## src/rtl/multicycle_ctrl_if.sv

```systemverilog
// Memory handshake between the multicycle controller (master) and the memory port (slave).
interface multicycle_ctrl_if;
  logic mem_req;
  logic mem_write;
  logic adr_src;
  logic mem_ready;

  modport master (output mem_req, output mem_write, output adr_src, input mem_ready);
  modport slave  (input mem_req, input mem_write, input adr_src, output mem_ready);
endinterface

```

## src/rtl/multicycle_ctrl.sv

```systemverilog
// Multicycle RISC-style control FSM: fetch/decode/execute/memory/writeback sequencing,
// with illegal-instruction and memory-timeout traps that hold until reset.
module multicycle_ctrl #(
  parameter int unsigned MEM_TIMEOUT = 15,
  parameter int unsigned FULL_BRANCH = 1
) (
  input  logic               clk,
  input  logic               rst,
  multicycle_ctrl_if.master  mem,
  input  logic [6:0]         op,
  input  logic [2:0]         func3,
  input  logic [6:0]         func7,
  input  logic               zero,
  input  logic               negative,
  output logic               pc_en,
  output logic               ir_write,
  output logic               reg_write,
  output logic [1:0]         alusrc_a,
  output logic [1:0]         alusrc_b,
  output logic [1:0]         result_src,
  output logic [2:0]         aluop,
  output logic [2:0]         imm_src,
  output logic [3:0]         state,
  output logic               illegal,
  output logic               timeout
);

  typedef enum logic [3:0] {
    S_IF = 4'd0, S_ID = 4'd1, S_EX_R = 4'd2, S_EX_I = 4'd3, S_EX_ADDR = 4'd4,
    S_MEM_RD = 4'd5, S_MEM_WR = 4'd6, S_WB_ALU = 4'd7, S_WB_MEM = 4'd8,
    S_EX_JAL = 4'd9, S_EX_JALR = 4'd10, S_EX_BR = 4'd11, S_WB_LUI = 4'd12,
    S_TRAP = 4'd15
  } state_t;

  localparam logic [2:0] ALU_ADD = 3'b000, ALU_SUB = 3'b001, ALU_AND = 3'b010,
                         ALU_OR = 3'b011, ALU_SLT = 3'b100, ALU_SLTU = 3'b101,
                         ALU_XOR = 3'b110;
  localparam logic [2:0] IMM_I = 3'b000, IMM_S = 3'b001, IMM_B = 3'b010, IMM_U = 3'b100;
  localparam logic [8:0] TMO_LIMIT = 9'(MEM_TIMEOUT);

  state_t     state_q, state_d;
  logic [7:0] wait_cnt_q, wait_cnt_d;
  logic       illegal_q, illegal_d;
  logic       timeout_q, timeout_d;
  logic       mem_req_c, mem_write_c, adr_src_c;
  logic       waiting, taken, br_ok;

  always_comb begin
    state_d     = state_q;
    illegal_d   = illegal_q;
    timeout_d   = timeout_q;
    pc_en       = 1'b0;
    ir_write    = 1'b0;
    reg_write   = 1'b0;
    alusrc_a    = 2'b00;
    alusrc_b    = 2'b00;
    result_src  = 2'b00;
    aluop       = ALU_ADD;
    imm_src     = IMM_I;
    mem_req_c   = 1'b0;
    mem_write_c = 1'b0;
    adr_src_c   = 1'b0;
    taken       = 1'b0;
    br_ok       = 1'b1;

    unique case (state_q)
      S_IF: begin
        mem_req_c  = 1'b1;
        alusrc_b   = 2'b10;
        result_src = 2'b01;
        if (mem.mem_ready) begin
          ir_write = 1'b1;
          pc_en    = 1'b1;
          state_d  = S_ID;
        end
      end
      S_ID: begin
        alusrc_a = 2'b01;
        alusrc_b = 2'b01;
        imm_src  = IMM_B;
        case (op)
          7'b0110011: state_d = S_EX_R;
          7'b0010011: state_d = S_EX_I;
          7'b0000011,
          7'b0100011: state_d = S_EX_ADDR;
          7'b1101111: state_d = S_EX_JAL;
          7'b1100111: state_d = S_EX_JALR;
          7'b1100011: state_d = S_EX_BR;
          7'b0110111: state_d = S_WB_LUI;
          default: begin
            state_d   = S_TRAP;
            illegal_d = 1'b1;
          end
        endcase
      end
      S_EX_R: begin
        alusrc_a = 2'b10;
        state_d  = S_WB_ALU;
        case ({func7, func3})
          {7'b0000000, 3'b000}: aluop = ALU_ADD;
          {7'b0100000, 3'b000}: aluop = ALU_SUB;
          {7'b0000000, 3'b010}: aluop = ALU_SLT;
          {7'b0000000, 3'b011}: aluop = ALU_SLTU;
          {7'b0000000, 3'b100}: aluop = ALU_XOR;
          {7'b0000000, 3'b110}: aluop = ALU_OR;
          {7'b0000000, 3'b111}: aluop = ALU_AND;
          default: begin
            state_d   = S_TRAP;
            illegal_d = 1'b1;
          end
        endcase
      end
      S_EX_I: begin
        alusrc_a = 2'b10;
        alusrc_b = 2'b01;
        imm_src  = IMM_I;
        state_d  = S_WB_ALU;
        case (func3)
          3'b000: aluop = ALU_ADD;
          3'b010: aluop = ALU_SLT;
          3'b011: aluop = ALU_SLTU;
          3'b100: aluop = ALU_XOR;
          3'b110: aluop = ALU_OR;
          3'b111: aluop = ALU_AND;
          default: begin
            state_d   = S_TRAP;
            illegal_d = 1'b1;
          end
        endcase
      end
      S_EX_ADDR: begin
        // op[5] separates store (0100011) from load (0000011)
        alusrc_a = 2'b10;
        alusrc_b = 2'b01;
        imm_src  = op[5] ? IMM_S : IMM_I;
        state_d  = op[5] ? S_MEM_WR : S_MEM_RD;
      end
      S_MEM_RD: begin
        mem_req_c = 1'b1;
        adr_src_c = 1'b1;
        if (mem.mem_ready) state_d = S_WB_MEM;
      end
      S_MEM_WR: begin
        mem_req_c   = 1'b1;
        mem_write_c = 1'b1;
        adr_src_c   = 1'b1;
        if (mem.mem_ready) state_d = S_IF;
      end
      S_WB_ALU: begin
        reg_write = 1'b1;
        state_d   = S_IF;
      end
      S_WB_MEM: begin
        reg_write  = 1'b1;
        result_src = 2'b10;
        state_d    = S_IF;
      end
      S_WB_LUI: begin
        reg_write  = 1'b1;
        result_src = 2'b11;
        imm_src    = IMM_U;
        state_d    = S_IF;
      end
      S_EX_JAL, S_EX_JALR: begin
        reg_write  = 1'b1;
        pc_en      = 1'b1;
        result_src = 2'b01;
        alusrc_a   = 2'b01;
        alusrc_b   = 2'b10;
        state_d    = S_IF;
      end
      S_EX_BR: begin
        alusrc_a = 2'b10;
        aluop    = ALU_SUB;
        case (func3)
          3'b000:  taken = zero;
          3'b001:  taken = !zero;
          3'b100:  taken = negative;
          3'b101:  taken = !negative;
          default: br_ok = 1'b0;
        endcase
        if (FULL_BRANCH == 0 && func3 != 3'b000) br_ok = 1'b0;
        if (br_ok) begin
          pc_en   = taken;
          state_d = S_IF;
        end else begin
          state_d   = S_TRAP;
          illegal_d = 1'b1;
        end
      end
      S_TRAP: state_d = S_TRAP;
      default: state_d = S_TRAP;
    endcase

    waiting = mem_req_c && !mem.mem_ready;
    if (waiting && ({1'b0, wait_cnt_q} + 9'd1 >= TMO_LIMIT)) begin
      state_d   = S_TRAP;
      timeout_d = 1'b1;
    end
    wait_cnt_d = (waiting && state_d == state_q) ? wait_cnt_q + 8'd1 : '0;
  end

  always_ff @(posedge clk or negedge rst) begin
    if (!rst) begin
      state_q    <= S_IF;
      wait_cnt_q <= '0;
      illegal_q  <= 1'b0;
      timeout_q  <= 1'b0;
    end else begin
      state_q    <= state_d;
      wait_cnt_q <= wait_cnt_d;
      illegal_q  <= illegal_d;
      timeout_q  <= timeout_d;
    end
  end

  assign mem.mem_req   = mem_req_c;
  assign mem.mem_write = mem_write_c;
  assign mem.adr_src   = adr_src_c;
  assign state         = state_q;
  assign illegal       = illegal_q;
  assign timeout       = timeout_q;

endmodule

```

## src/flat_wrapper.sv

```systemverilog
// flat-port wrapper written by rule: the top's interface ports become plain ports
module multicycle_ctrl_flat 
#(
  parameter int unsigned MEM_TIMEOUT = 15,
  parameter int unsigned FULL_BRANCH = 1
)
  (clk, rst, op, func3, func7, zero, negative, pc_en, ir_write, reg_write, alusrc_a, alusrc_b, result_src, aluop, imm_src, state, illegal, timeout, mem_mem_req, mem_mem_write, mem_adr_src, mem_mem_ready);
  multicycle_ctrl_if mem_i ();
  input  logic clk;
  input  logic rst;
  input  logic [6:0] op;
  input  logic [2:0] func3;
  input  logic [6:0] func7;
  input  logic zero;
  input  logic negative;
  output logic pc_en;
  output logic ir_write;
  output logic reg_write;
  output logic [1:0] alusrc_a;
  output logic [1:0] alusrc_b;
  output logic [1:0] result_src;
  output logic [2:0] aluop;
  output logic [2:0] imm_src;
  output logic [3:0] state;
  output logic illegal;
  output logic timeout;
  output wire logic [$bits(mem_i.mem_req)-1:0] mem_mem_req;
  output wire logic [$bits(mem_i.mem_write)-1:0] mem_mem_write;
  output wire logic [$bits(mem_i.adr_src)-1:0] mem_adr_src;
  input wire logic [$bits(mem_i.mem_ready)-1:0] mem_mem_ready;
  assign mem_mem_req = mem_i.mem_req;
  assign mem_mem_write = mem_i.mem_write;
  assign mem_adr_src = mem_i.adr_src;
  assign mem_i.mem_ready = mem_mem_ready;
  multicycle_ctrl #(.MEM_TIMEOUT(MEM_TIMEOUT), .FULL_BRANCH(FULL_BRANCH)) u_core (.clk(clk), .rst(rst), .mem(mem_i), .op(op), .func3(func3), .func7(func7), .zero(zero), .negative(negative), .pc_en(pc_en), .ir_write(ir_write), .reg_write(reg_write), .alusrc_a(alusrc_a), .alusrc_b(alusrc_b), .result_src(result_src), .aluop(aluop), .imm_src(imm_src), .state(state), .illegal(illegal), .timeout(timeout));
endmodule
```

## config.mk

```make
export PLATFORM = sky130hd
export DESIGN_NAME = multicycle_ctrl_flat
export DESIGN_NICKNAME = d
export VERILOG_FILES = /design/src/rtl/multicycle_ctrl_if.sv /design/src/rtl/multicycle_ctrl.sv /design/src/flat_wrapper.sv
export SDC_FILE = /design/constraint.sdc
export NUM_CORES = 1
export LEC_CHECK = 0
export ABC_AREA = 1
export BUFFER_PORTS_ARGS = -buffer_cell sky130_fd_sc_hd__buf_2
export CAP_MARGIN = 10
export CORE_MARGIN = 2
export CORE_UTILIZATION = 54
export DETAILED_ROUTE_END_ITERATION = 8
export PLACE_DENSITY = 0.85
export SETUP_SLACK_MARGIN = 0.1
export SYNTH_ARGS = -nofsm -noshare
export SYNTH_HDL_FRONTEND = slang
export SYNTH_SLANG_ARGS = --single-unit
```

## constraint.sdc

```tcl
create_clock -name clk -period 2.28 [get_ports clk]
set_input_delay 0.342 -clock clk [delete_from_list [all_inputs] [get_ports clk]]
set_output_delay 0.342 -clock clk [all_outputs]
set_load 0.02 [all_outputs]
```

# [Yosys cells after proc, flatten, opt, wreduce, memory -nomap -nowiden]
# Cells that the tools add are included.
[word_totals] register_bits=14 inputBits=22 elab_cells=104
[classes] add_sub_neg=2 order_cmp=1 eq_ne=38 mux=35 reduce_logical=24
[op_table] op="4-bit case mux with 9 select lines" count=1
[op_table] op="10-bit by 3-bit == test with 1-bit output, second input constant" count=3
[op_table] op="4-bit two-way mux" count=7
[op_table] op="4-bit case mux with 7 select lines" count=1
[op_table] op="7-bit by 6-bit == test with 1-bit output, second input constant" count=3
[op_table] op="7-bit == test, second input constant" count=3
[op_table] op="10-bit by 2-bit == test with 1-bit output, second input constant" count=2
[op_table] op="4-bit == test, second input constant" count=5
[op_table] op="3-bit case mux with 3 select lines" count=2
[op_table] op="3-bit case mux with 6 select lines" count=1
[op_table] op="4-bit by 3-bit == test with 1-bit output, second input constant" count=4
[op_table] op="3-bit case mux with 5 select lines" count=1
[op_table] op="1-bit two-way mux" count=14
[op_table] op="3-bit == test, second input constant" count=4
[op_table] op="3-bit OR reduction" count=4
[op_table] op="10-bit by 9-bit == test with 1-bit output, second input constant" count=1
[op_table] op="10-bit zero test" count=1
[op_table] op="8-bit by 1-bit adder with 9-bit output, second input constant" count=1
[op_table] op="9-bit by 4-bit >= comparator with 1-bit output, second input constant" count=1
[op_table] op="8-bit by 1-bit adder with 8-bit output, second input constant" count=1
[op_table] op="4-bit by 2-bit == test with 1-bit output, second input constant" count=2
[op_table] op="8-bit two-way mux" count=1
[op_table] op="2-bit != test, second input constant" count=4
[op_table] op="1-bit case mux with 4 select lines" count=2
[op_table] op="22 further kinds" count=31

# [Logic depth before layout (Yosys ltp)]
# Gate-level depths: netlist (run 1).
[depth] depth_word=10 mapped_depth=13 depth_no_buf=13

# [Least setup slack after synthesis (run 1)]
# OpenSTA, ideal clock, no wires.
[synth_timing] path_kind="register to output" startpoint="register u_core.state_q[1], in the netlist u_core.state[1]" endpoint="output result_src[0]" arrival_ns=1.669 required_time_ns=1.938 slack_ns=0.269 stages_incl_launch_ff=7 cell_sequence="dfrtp_1 -> inv_2 -> nand2_1 -> nor2_1 -> inv_1 -> nor2_1 -> or2_2"
[synth_via] elab_chain_cells=3 word_cells_on_any_way=7 cone_classes="eq/ne (4); mux (1); reduce/logical (2)"
[synth_rtl] element="start: declaration" line="multicycle_ctrl.sv:41" text="state_t state_q, state_d;"
[synth_rtl] element="start signal: assignment" line="multicycle_ctrl.sv:210" text="state_q <= state_d;"
[synth_rtl] element="4-bit == test / 4-bit zero test (equally long branches)" line="multicycle_ctrl.sv:66" text="unique case (state_q)"
[synth_rtl] element="3-bit OR reduction (no line)"
[synth_rtl] element="2-bit case mux with 3 select lines (*)" line="multicycle_ctrl.sv:66"
[synth_rtl] element="end: declaration" line="flat_wrapper.sv:21" text="output logic [1:0] result_src;"
# Mark *: on every way between the ends. The rest lies on a longest branch, timed or not.

# [Final worst setup path (run 1)]
# Same ends and word-level chain as after synthesis.

==> impl_results.md, run 1 <==
- Status: completed
- Static Leakage: 0.967 nW
- Post-CTS setup buffer count: 0
- GRT overflow: 0
- Final Core Density: 0.724
- Clk sinks: 14
- Antenna Cells: 0
- Synth cell types: 30
- Antenna Nets Post-Route: 0
- Crit Path Class: flip-flop to output port
- Peak supply drop: 337 uV
- Later-pin clock latency in the skew report: 0.29 ns
- CP top delay family: simple AND/OR/NAND/NOR gates
- R2R depth: 13
- DR iter-0 viols: 37
- Antenna violations before repair: 0
- TritonCTS Buffers: 3
- Critical R2R Capture: u_core.wait_cnt_q[0]$_DFF_PN0_
- Total track usage: 0.263
- DIE HEIGHT: 53.3 microns
- Endpoint type of the worst setup path: output port
- Total of warnings raised by yosys: 0
- First-pass GRT wire length: between 5000 and 6000 microns
- CP max-delay cell: dfrtp_1
- Max FO, Critical Path: 4
- DIE WIDTH: 53.3 microns
- PwrDens: 307 nW/um^2
- Starting Density: 0.583
- Die area: 2850 sq um
- Hold path depth: 2
- Post-Syn Area per Cell: 6.17 sq um
- Worst endpoint required time: 1.94 ns
- Min Tclk post-route: 2.03 ns
- Main synth FF type: dfrtp_1
- Fillers: 205
- Avg WL per Cell: around 11 microns
- Final WL: 3170 microns
- Crit path buf inv count: 2
- Worst path depth: 6
- R2R Path Start: u_core.wait_cnt_q[0]$_DFF_PN0_
- Worst R2R Setup Slack: 0.51 ns
- Detail-routed via count per cell: 5.16
- Nets: 291
- Post-synth EDFFs: 0
- Startpoint Class: flip-flop
- Setup violators final: 0
- Hold Path Class: flip-flop to flip-flop
- Mapped Area: 1320 sq um
- Setup TNS: 0 ns
- First-pass DRT Iterations: 4
- Post-synthesis sequential area ratio: 0.266
- Flops & latches, synth: 14
- Largest net degree at the start of global routing: 15
- Post-DP HPWL: 2620 microns
- Most common cell after layout, fill and taps aside: nand2_1
- Maximum clock rate: 0.492 GHz
- Share of cells above drive strength 1: 0.312
- Maximum clock insertion buffer count: 2
- Ys async rst share: 1.00
- Crit share post-route: 0.892
- Clock slew at reported path FFs: 0.08 ns
- Rows: 17
- Post-Synthesis Cells: between 200 and 250
- Slew Limit Fails: 0
- Total of max-cap violations: 0
- Critical-path cell list: inv_2, nor2_1, o21bai_1, nand2_1, or2_2, buf_2
- Hold Vio Cnt, Final: 0
- Crit path DAT: 1.69 ns
- Via count: between 1500 and 2000
- Setup crit end: result_src[0]
- Area delta synth->final: 24.2%
- Most frequent cells in the layout: nand2_1, buf_2, nor2_1
- CTS tree: done
- Drc violations: 0
- Critical Path Source: u_core.state[1]$_DFF_PN0_
- I/O Pins: 46
- Worst Skew: 0.00663 ns
- Core ar.: 2250 sq um
- Post-CTS sizing: 0
- RSZ-0062 raised after global routing: no
- Port Buf Inserts: 45
- H-tree Lvls: 1
- Number of global-route vias before repair: 1423
- CP max stage delay: ~0.43 ns
- CTS Root Cell: clkbuf_4
- RD Place Congestion: 0.877
[flip-flops by register name (all words and copies together), names as in the netlist]
name / flops
u_core.timeout: 1
u_core.illegal: 1
u_core.state: 4
u_core.wait_cnt_q: 8
[per-stage QoR]
step / setup slack, ns / area, sq um / cells / hold slack (ns) / total power [mW]
after detailed placement: 0.520 / 1590 / 289 / 0.251 / 0.325
after global placement: 0.528 / 1590 / 289 / 0.242 / 0.324
after global routing: 0.133 / 1630 / 294 / 0.507 / 0.528
after floorplan: 0.269 / 1330 / 216 / 0.0464 / 0.292
final: 0.247 / 1630 / 294 / 0.474 / 0.501
after CTS: 0.245 / 1630 / 294 / 0.481 / 0.506
[report_power, final]
group | internal, mW | switching [mW]
clock | 0.0973 | 0.0809
combinational | 0.0260 | 0.0417
sequential | 0.252 | 0.00303
[cells by family after synthesis]
| kind of cell | after synthesis | share of synthesized area |
|---|---|---|
| compound gates | 25 | 0.124 |
| simple gates | 130 | 0.470 |
| other cells | 1 | 0.00285 |
| flops | 14 | 0.266 |
| fa+ha+maj | 2 | 0.0190 |
| buf+inv | 41 | 0.118 |
[area by class of cell]
type / count / area [sq um] / area share
clock buffer: 4 / 36.3 / 0.0222
inverter: 41 / 155 / 0.0950
multi-input combinational: 161 / 821 / 0.503
sequential: 14 / 350 / 0.215
tap: 28 / 35.0 / 0.0215
timing repair buffer: 46 / 235 / 0.144
[worst reg2reg max path, cell delays in order (launching register included)]
cell     delay (ns)
dfrtp_1        0.44
ha_1           0.24
nand2_1        0.11
inv_2          0.07
nor2_1         0.12
nand2_1        0.06
nor2_1         0.14
nor2_2         0.06
nand3_2        0.09
nand2_4        0.08
nand2_4        0.07
nand2_2        0.04
nand2_2        0.08
nor2_1         0.05
[timing repair]
item	4_1_cts	5_1_grt
endpoints found under the setup margin	0	0
hold endpoints to repair	14	0
hold buffers	1	0
[Yosys cell counts, drive strengths merged (2+ instances only)]
master | n | area (sq um)
a21oi | 4 | 20.0
a31oi | 2 | 12.5
dfrtp | 14 | 350
ha | 2 | 25.0
inv | 40 | 150
nand2 | 61 | 259
nand3 | 21 | 120
nand3b | 2 | 15.0
nand4 | 5 | 31.3
nor2 | 35 | 156
nor3 | 5 | 30.0
o211ai | 2 | 15.0
o21ai | 7 | 35.0
o21bai | 3 | 22.5
o22ai | 2 | 12.5
o311ai | 2 | 17.5
[worst min-delay path by stage]
stage                               start                             end  slack, ns
6_report       u_core.timeout$_DFFE_PN0P_      u_core.timeout$_DFFE_PN0P_       0.47
5_1_grt                               rst  u_core.wait_cnt_q[1]$_DFF_PN0_       0.51
4_1_cts        u_core.timeout$_DFFE_PN0P_      u_core.timeout$_DFFE_PN0P_       0.48
3_5_place_dp                          rst  u_core.wait_cnt_q[2]$_DFF_PN0_       0.25
3_3_place_gp                          rst  u_core.wait_cnt_q[2]$_DFF_PN0_       0.24
2_1_floorplan                         rst      u_core.illegal$_DFFE_PN0P_       0.05
[metal layers]
metal | track usage | share of wire | wire, microns
met1 | 0.317 | 0.44 | 1390
met2 | 0.473 | 0.50 | 1590
met3 | 0.0593 | 0.052 | 166
met4 | 0.0513 | 0.0079 | 25
met5 | 0 | 0 | 0
No activity file was read; power rests on OpenSTA's default activity.
==> inputs of run 2 (changes only) <==
--- a/config.mk
+++ b/config.mk
@@ -8,10 +8,12 @@
 export ABC_AREA = 1
 export BUFFER_PORTS_ARGS = -buffer_cell sky130_fd_sc_hd__buf_2
 export CAP_MARGIN = 10
+export CELL_PAD_IN_SITES_DETAIL_PLACEMENT = 1
+export CELL_PAD_IN_SITES_GLOBAL_PLACEMENT = 1
 export CORE_MARGIN = 2
-export CORE_UTILIZATION = 54
+export CORE_UTILIZATION = 35
 export DETAILED_ROUTE_END_ITERATION = 8
-export PLACE_DENSITY = 0.85
+export PLACE_DENSITY_LB_ADDON = 0.1
 export SETUP_SLACK_MARGIN = 0.1
 export SYNTH_ARGS = -nofsm -noshare
 export SYNTH_HDL_FRONTEND = slang
==> run 2 against run 1 <==
  * First-iteration DRC count decreased by 11%
  * Global-route usage decreased by 7.5 points
  * Sequential share of layout area decreased by 0.39 points
  * Register-to-register slack improved by 0.03 ns
  * Critical path type unchanged
  * Total power increased by 5.3%
  * Core utilization decreased by 27 points
  * Count of clock-buffer cells in the layout decreased by 1
  * Critical path depth unchanged
  * Hold slack improved by 0.00078 ns
  * Non-clock buffer count unchanged
  * Final cell count increased by 6.5%
==> impl_results.md, run 2 (synthesis gave the netlist of run 1 again) <==
- Clk sinks: 14 (unchanged)
- Via count: 1494 (was 1518)
- Status: completed (unchanged)
- CTS tree: done (unchanged)
- Setup TNS: 0 ns (unchanged)
- Detail-routed via count per cell: 4.77 (was 5.16)
- Port Buf Inserts: 45 (unchanged)
- Hold path depth: 2 (unchanged)
- H-tree Lvls: 1 (unchanged)
- RD Place Congestion: 0.811 (was 0.877)
- Clock slew at reported path FFs: 0.06 ns (was 0.08 ns)
- R2R Path Start: u_core.wait_cnt_q[0]$_DFF_PN0_ (unchanged)
- Fin area: 1660 sq um (was 1630 sq um)
- Footprint of the multi-input gates: 821 sq um (unchanged)
- Starting Density: 0.362 (was 0.583)
- Min Tclk post-route: 2.00 ns (was 2.03 ns)
- PwrDens: 317 nW/um^2 (was 307 nW/um^2)
- Max reg flops: 8 (unchanged)
- Worst slack, placed: 0.437 ns (was 0.520 ns)
- First-pass DRT Iterations: 4 (unchanged)
- Final Core Density: 0.458 (was 0.724)
- Antenna Nets Post-Route: 0 (unchanged)
- Critical R2R Capture: u_core.wait_cnt_q[1]$_DFF_PN0_ (was u_core.wait_cnt_q[0]$_DFF_PN0_)
- Worst Skew: 0.00860 ns (was 0.00663 ns)
- Hold Vio Cnt, Final: 0 (unchanged)
- Core ar.: 3630 sq um (was 2250 sq um)
- Setup WS post-layout: 0.282 ns (was 0.247 ns)
- Worst R2R Setup Slack: 0.54 ns (was 0.51 ns)
- Number of global-route vias before repair: 1454 (was 1423)
- Largest net degree at the start of global routing: 15 (unchanged)
- DIE WIDTH: 65.3 microns (was 53.3 microns)
- Crit Path Class: flip-flop to output port (unchanged)
- Die area: 4260 sq um (was 2850 sq um)
- Drc violations: 0 (unchanged)
- Nets: 291 (unchanged)
- Slew Limit Fails: 0 (unchanged)
- Hold path startpoint: u_core.illegal$_DFFE_PN0P_ (was u_core.timeout$_DFFE_PN0P_)
- Hold Path Class: flip-flop to flip-flop (unchanged)
- Final cell count without fillers: 313 (was 294)
- Antenna Cells: 0 (unchanged)
- Post-DP HPWL: 3120 microns (was 2620 microns)
- Max FO, Critical Path: 4 (unchanged)
- Startpoint Class: flip-flop (unchanged)
- Static Leakage: 0.967 nW (about the same)
- Peak supply drop: 249 uV (was 337 uV)
- Worst endpoint required time: 1.94 ns (about the same)
- WHS Endpoint: u_core.illegal$_DFFE_PN0P_ (was u_core.timeout$_DFFE_PN0P_)
- Hold_ws: 0.475 ns (was 0.474 ns)
- Total area of sequential cells: 350 sq um (unchanged)
- Maximum clock insertion buffer count: 2 (unchanged)
- DR iter-0 viols: 33 (was 37)
- RSZ-0062 raised after global routing: no (unchanged)
- Setup violators final: 0 (unchanged)
- Area delta synth->final: 26.5% (was 24.2%)
- TritonCTS Buffers: 3 (unchanged)
- Rows: 22 (was 17)
- Placed cell count: 309 (was 289)
- CTS Root Cell: clkbuf_8 (was clkbuf_4)
- Share of cells above drive strength 1: 0.309 (was 0.312)
- Most common cell after layout, fill and taps aside: nand2_1 (unchanged)
- First-pass GRT wire length: 6380 microns (was 5600 microns)
- Later-pin clock latency in the skew report: 0.25 ns (was 0.29 ns)
- Crit path DAT: 1.66 ns (was 1.69 ns)
- Most frequent cells in the layout: nand2_1, buf_2, nor2_1 (unchanged)
- DP Area: 1610 sq um (was 1590 sq um)
- DIE HEIGHT: 65.3 microns (was 53.3 microns)
- Overall power: 0.527 mW (was 0.501 mW)
- Avg WL per Cell: 11.8 microns (was 10.8 microns)
- Post-CTS sizing: 0 (unchanged)
- Final WL: 3690 microns (was 3170 microns)
- Crit share post-route: 0.876 (was 0.892)
- Post-CTS setup buffer count: 0 (unchanged)
- Maximum clock rate: 0.501 GHz (was 0.492 GHz)
- Fillers: 542 (was 205)
- GRT overflow: 0 (unchanged)
- Total of max-cap violations: 0 (unchanged)
- Antenna violations before repair: 0 (unchanged)
- R2R depth: 13 (unchanged)
- I/O Pins: 46 (unchanged)
- Total track usage: 0.188 (was 0.263)
- Endpoint type of the worst setup path: output port (unchanged)
- Most flops, register: u_core.wait_cnt_q (unchanged)
## run 2: changes by cell type in the layout (fill, tap and decap cells not counted)
cell,previous run,this run
clkbuf_4,3,0
clkbuf_8,1,3
## run 2: what timing repair did
item                                    4_1_cts  5_1_grt
hold endpoints to repair                     14        0
hold buffers                                  1        0
endpoints found under the setup margin        0        0
## run 2: worst max path at each step
stage	startpoint	end	slack (ns)	depth (start not counted)
after CTS	u_core.state[1]$_DFF_PN0_	result_src[0]	0.25	6
after global placement	func3[1]	pc_en	0.44	7
after global routing	u_core.state[1]$_DFF_PN0_	result_src[0]	0.14	6
final	u_core.state[1]$_DFF_PN0_	result_src[0]	0.28	6
after detailed placement	func3[1]	pc_en	0.44	7
after floorplan	u_core.state[1]$_DFF_PN0_	result_src[0]	0.27	6
## run 2: power by group
| part | switching (mW) | internal (mW) | leakage (nW) | total [mW] |
|---|---|---|---|---|
| Sequential | 0.00321 | 0.252 | 0.155 | 0.256 |
| Combinational | 0.0428 | 0.0260 | 0.791 | 0.0687 |
| Clock | 0.0858 | 0.117 | 0.0216 | 0.203 |
## run 2: area by class of cell
cell class / count / share of cell area
clock buffer: 3 / 0.0248
inverter: 41 / 0.0933
multi-input combinational: 161 / 0.494
sequential: 14 / 0.211
tap: 48 / 0.0361
timing repair buffer: 46 / 0.141
## run 2: worst max-delay path: stages (launching register included)
cell and delay (ns):
dfrtp_1 0.43, inv_2 0.11, nor2_1 0.06, o21bai_1 0.28, nand2_1 0.10, or2_2 0.28, buf_2 0.16
## run 2: metal layers
metal | up-vias | global-route usage | part of all wire
li1 | 784 | - | -
met1 | 670 | 0.243 | 0.48
met2 | 35 | 0.324 | 0.47
met3 | 5 | 0.0411 | 0.048
met4 | 0 | 0.0365 | 0.0079
met5 | - | 0 | 0
==> inputs of run 3 (changes only) <==
--- a/config.mk
+++ b/config.mk
@@ -5,7 +5,6 @@
 export SDC_FILE = /design/constraint.sdc
 export NUM_CORES = 1
 export LEC_CHECK = 0
-export ABC_AREA = 1
 export BUFFER_PORTS_ARGS = -buffer_cell sky130_fd_sc_hd__buf_2
 export CAP_MARGIN = 10
 export CELL_PAD_IN_SITES_DETAIL_PLACEMENT = 1
==> run 3 against run 2 <==
  * Hold slack got worse by 0.029 ns
  * Non-clock buffer count increased by 9
  * Cell area fell by 2.8%
  * Largest power group is now combinational logic
  * Sequential power grew 56%
  * Largest cell class unchanged
  * Count of clock-buffer cells in the layout unchanged
  * Setup slack worse by 0.060 ns
  * Combinational power rose to 19 times the previous value
  * Clock skew is 0.0074 ns lower
  * Synthesized cell count shrank 22%
==> impl_results.md, run 3 <==
- DR iter-0 viols: 85 (was 33)
- Critical-path cell list: ha_2, and3b_1, a2111oi_4, o211ai_2, or4_4, nor2_1 (was inv_2, nor2_1, o21bai_1, nand2_1, or2_2, buf_2)
- Hold path startpoint: op[3] (was u_core.illegal$_DFFE_PN0P_)
- Maximum clock rate: 0.486 GHz (was 0.501 GHz)
- M3 GR Usage: 0.0229 (was 0.0411)
- Core ar.: 3390 sq um (was 3630 sq um)
- Final WL: 3940 microns (was 3690 microns)
- GRT overflow: 0 (unchanged)
- Setup TNS: 0 ns (unchanged)
- RSZ-0062 raised after global routing: no (unchanged)
- Hold path depth: 3 (was 2)
- Rows: 21 (was 22)
- Post-synth top area cell: dfrtp_1 (unchanged)
- Main combinational cell family by area after synthesis: simple AND/OR/NAND/NOR gates (unchanged)
- CTS Root Cell: clkbuf_4 (was clkbuf_8)
- Crit path buf inv count: 0 (was 2)
- WHS Endpoint: u_core.state[0]$_DFF_PN0_ (was u_core.illegal$_DFFE_PN0P_)
- Number of global-route vias before repair: 1418 (was 1454)
- TritonCTS Buffers: 3 (unchanged)
- Mapped Area: 1250 sq um (was 1320 sq um)
- Synth Area in Compound Gates: 0.256 (was 0.124)
- H-tree Lvls: 1 (unchanged)
- Simple-gate share of the synthesized area: 0.301 (was 0.470)
- CP top delay family: simple AND/OR/NAND/NOR gates (unchanged)
- Post-synth EDFFs: 0 (unchanged)
- Static Leakage: 0.750 nW (was 0.967 nW)
- Commonest cells in the netlist: nor2_1, dfrtp_1, a21oi_1 (was nand2_1, nor2_1, inv_1)
- CTS tree: done (unchanged)
- I/O Pins: 46 (unchanged)
- Antenna Nets Post-Route: 0 (unchanged)
- Largest net degree at the start of global routing: 17 (was 15)
- R2R Path Start: u_core.wait_cnt_q[0]$_DFF_PN0_ (unchanged)
- Most flops, register: u_core.wait_cnt_q (unchanged)
- Total track usage: 0.196 (was 0.188)
- Post-synthesis mux area share: 0.0410 (was 0)
- First-pass DRT Iterations: 6 (was 4)
- Detail-routed via count per cell: 5.42 (was 4.77)
- Hold Vio Cnt, Final: 0 (unchanged)
- Post-Synthesis Cells: 166 (was 213)
- Post-Syn Area per Cell: 7.54 sq um (was 6.17 sq um)
- Max reg flops: 8 (unchanged)
- Nets: 242 (was 291)
- Post-Synth XOR/XNOR Area: 0.0420 (was 0)
- Via count: 1419 (was 1494)
- Maximum clock insertion buffer count: 2 (unchanged)
- DIE HEIGHT: 63.8 microns (was 65.3 microns)
- Crit share post-route: 0.902 (was 0.876)
- GRT Max-Usage Layer: met2 (unchanged)
- Die area: 4070 sq um (was 4260 sq um)
- Clk sinks: 14 (unchanged)
- Total of max-cap violations: 0 (unchanged)
- Synth cell types: 43 (was 30)
- Status: completed (unchanged)
- CP max-delay cell: dfrtp_2 (was dfrtp_1)
- Worst endpoint required time: 2.48 ns (was 1.94 ns)
- Drc violations: 0 (unchanged)
- Worst R2R Setup Slack: 0.22 ns (was 0.54 ns)
- R2R depth: 6 (was 13)
- Synth Area in Adders: 0.0200 (was 0.0190)
- Clock slew at reported path FFs: 0.08 ns (was 0.06 ns)
- CP max stage delay: 0.46 ns (was 0.43 ns)
- Post-DP HPWL: 3030 microns (was 3120 microns)
- Antenna Cells: 0 (unchanged)
- Most common cell after layout, fill and taps aside: buf_2 (was nand2_1)
- First-pass GRT wire length: 6490 microns (was 6380 microns)
- PwrDens: 1150 nW/um^2 (was 317 nW/um^2)
- Ys async rst share: 1.00 (unchanged)
- Top-count cell post-synth: nor2_1 (was nand2_1)
- Top cell type's share of synthesized area: 0.280 (was 0.266)
- Port Buf Inserts: 45 (unchanged)
- Total of warnings raised by yosys: 0 (unchanged)
- Critical R2R Capture: u_core.wait_cnt_q[3]$_DFF_PN0_ (was u_core.wait_cnt_q[1]$_DFF_PN0_)
- Hold_ws: 0.447 ns (was 0.475 ns)
- Endpoint type of the worst setup path: flip-flop (was output port)
- Antenna violations before repair: 0 (unchanged)
- Area delta synth->final: 29.2% (was 26.5%)
- Min Tclk post-route: 2.06 ns (was 2.00 ns)
- Avg WL per Cell: 15.0 microns (was 11.8 microns)
- Max FO, Critical Path: 7 (was 4)
- Startpoint Class: flip-flop (unchanged)
- Peak supply drop: 730 uV (was 249 uV)
- Post-synthesis sequential area ratio: 0.280 (was 0.266)
- Top post-synthesis cells by area: dfrtp_1, nor2_1, a21oi_1, o21ai_0, xor2_1 (was dfrtp_1, nand2_1, nor2_1, inv_1, nand3_1)
- Flops & latches, synth: 14 (unchanged)
- Share of cells above drive strength 1: 0.315 (was 0.309)
- Starting Density: 0.369 (was 0.362)
- Most frequent cells in the layout: buf_2, nor2_1, a21oi_1 (was nand2_1, buf_2, nor2_1)
- Later-pin clock latency in the skew report: 0.27 ns (was 0.25 ns)
- Main synth FF type: dfrtp_1 (unchanged)
- Grt met1 use: 0.247 (was 0.243)
- RD Place Congestion: 0.799 (was 0.811)
- Met2 Use GR: 0.361 (was 0.324)
- Hold Path Class: input pin to flip-flop (was flip-flop to flip-flop)
- Slew Limit Fails: 0 (unchanged)
- Crit path DAT: 2.26 ns (was 1.66 ns)
- Setup violators final: 0 (unchanged)
- Worst Skew: 0.00122 ns (was 0.00860 ns)
- DIE WIDTH: 63.8 microns (was 65.3 microns)
- Crit Path Class: flip-flop to flip-flop (was flip-flop to output port)
- Overall power: 1.86 mW (was 0.527 mW)
-- run 3: cell count changes after synthesis, sizes merged, moves of 4 or more --
cell and change:
a21oi +8, inv -32, nand2 -51, nand3 -18
nor2b +6, nand2b +5, clkbuf +10, o21ai +4
and3 +5, xor2 +5, nor2 -12, mux2i +4
-- run 3: through the flow --
step / instances / setup slack [ns] / area (sq um) / utilization
floorplan: 169 / 0.131 / 1260 / -
global placement: 254 / 0.250 / 1540 / 0.455
detailed placement: 254 / 0.151 / 1540 / 0.455
CTS: 258 / 0.130 / 1580 / 0.465
global route: 262 / 0.114 / 1620 / 0.477
finish: 262 / 0.223 / 1620 / 0.477
-- run 3: report_power, final --
| part | leakage (nW) | internal [mW] | total, mW | switching [mW] |
|---|---|---|---|---|
| combinational | 0.572 | 0.497 | 1.33 | 0.833 |
| clock | 0.0138 | 0.0610 | 0.135 | 0.0740 |
| sequential | 0.164 | 0.304 | 0.400 | 0.0961 |
| total | 0.750 | 0.862 | 1.86 | 1.00 |
-- run 3: worst max path at each step --
stage / end / from / cells after the start / slack, ns
5_1_grt: u_core.wait_cnt_q[3]$_DFF_PN0_ / u_core.wait_cnt_q[0]$_DFF_PN0_ / 7 / 0.11
3_3_place_gp: u_core.wait_cnt_q[2]$_DFF_PN0_ / u_core.wait_cnt_q[0]$_DFF_PN0_ / 6 / 0.25
3_5_place_dp: u_core.wait_cnt_q[3]$_DFF_PN0_ / u_core.wait_cnt_q[0]$_DFF_PN0_ / 6 / 0.15
4_1_cts: u_core.wait_cnt_q[3]$_DFF_PN0_ / u_core.wait_cnt_q[0]$_DFF_PN0_ / 6 / 0.13
6_report: u_core.wait_cnt_q[3]$_DFF_PN0_ / u_core.wait_cnt_q[0]$_DFF_PN0_ / 6 / 0.22
2_1_floorplan: aluop[0] / u_core.state[1]$_DFF_PN0_ / 4 / 0.13
-- run 3: cell families (layout without fill, tap and decap cells) --
kind of cell / after synthesis / after routing
adders and majority gates: 2 / 2
xor gates and xnor gates: 6 / 6
muxes: 5 / 5
DFF: 14 / 14
and+or+nand+nor: 73 / 73
AOI/OAI and AO/OA: 46 / 46
buffers and inverters: 19 / 66
other: 1 / 4
-- run 3: routing by layer --
| metal | share of wire | vias to the layer above |
|---|---|---|
| met3 | 0.031 | 2 |
| met1 | 0.44 | 686 |
| met2 | 0.52 | 32 |
| met5 | 0 | - |
| met4 | 0.0064 | 0 |
| li1 | - | 699 |
-- run 3: what timing repair did --
| action | 4_1_cts | 5_1_grt |
|---|---|---|
| endpoints found under the hold margin | 14 | 0 |
| endpoints found under the setup margin | 2 | 10 |
| gates resized for setup | 1 | 4 |
| hold buffers | 1 | 0 |
| gates cloned | 0 | 0 |
| setup buffers | 0 | 4 |
-- run 3: layout make-up --
class                   instances  area [sq um]
well taps                      46          57.6
repair buffers                 55           303
inverters                       8          30.0
fillers                       456          1770
clock buffers                   3          22.5
multi-input cells             136           850
flip-flops and latches         14           354
-- run 3: worst min-delay path, delay by kind of cell --
family,cells,cell delay [ns]
buf+inv,1,0.13
simple gates,1,0.10
compound gates,1,0.11
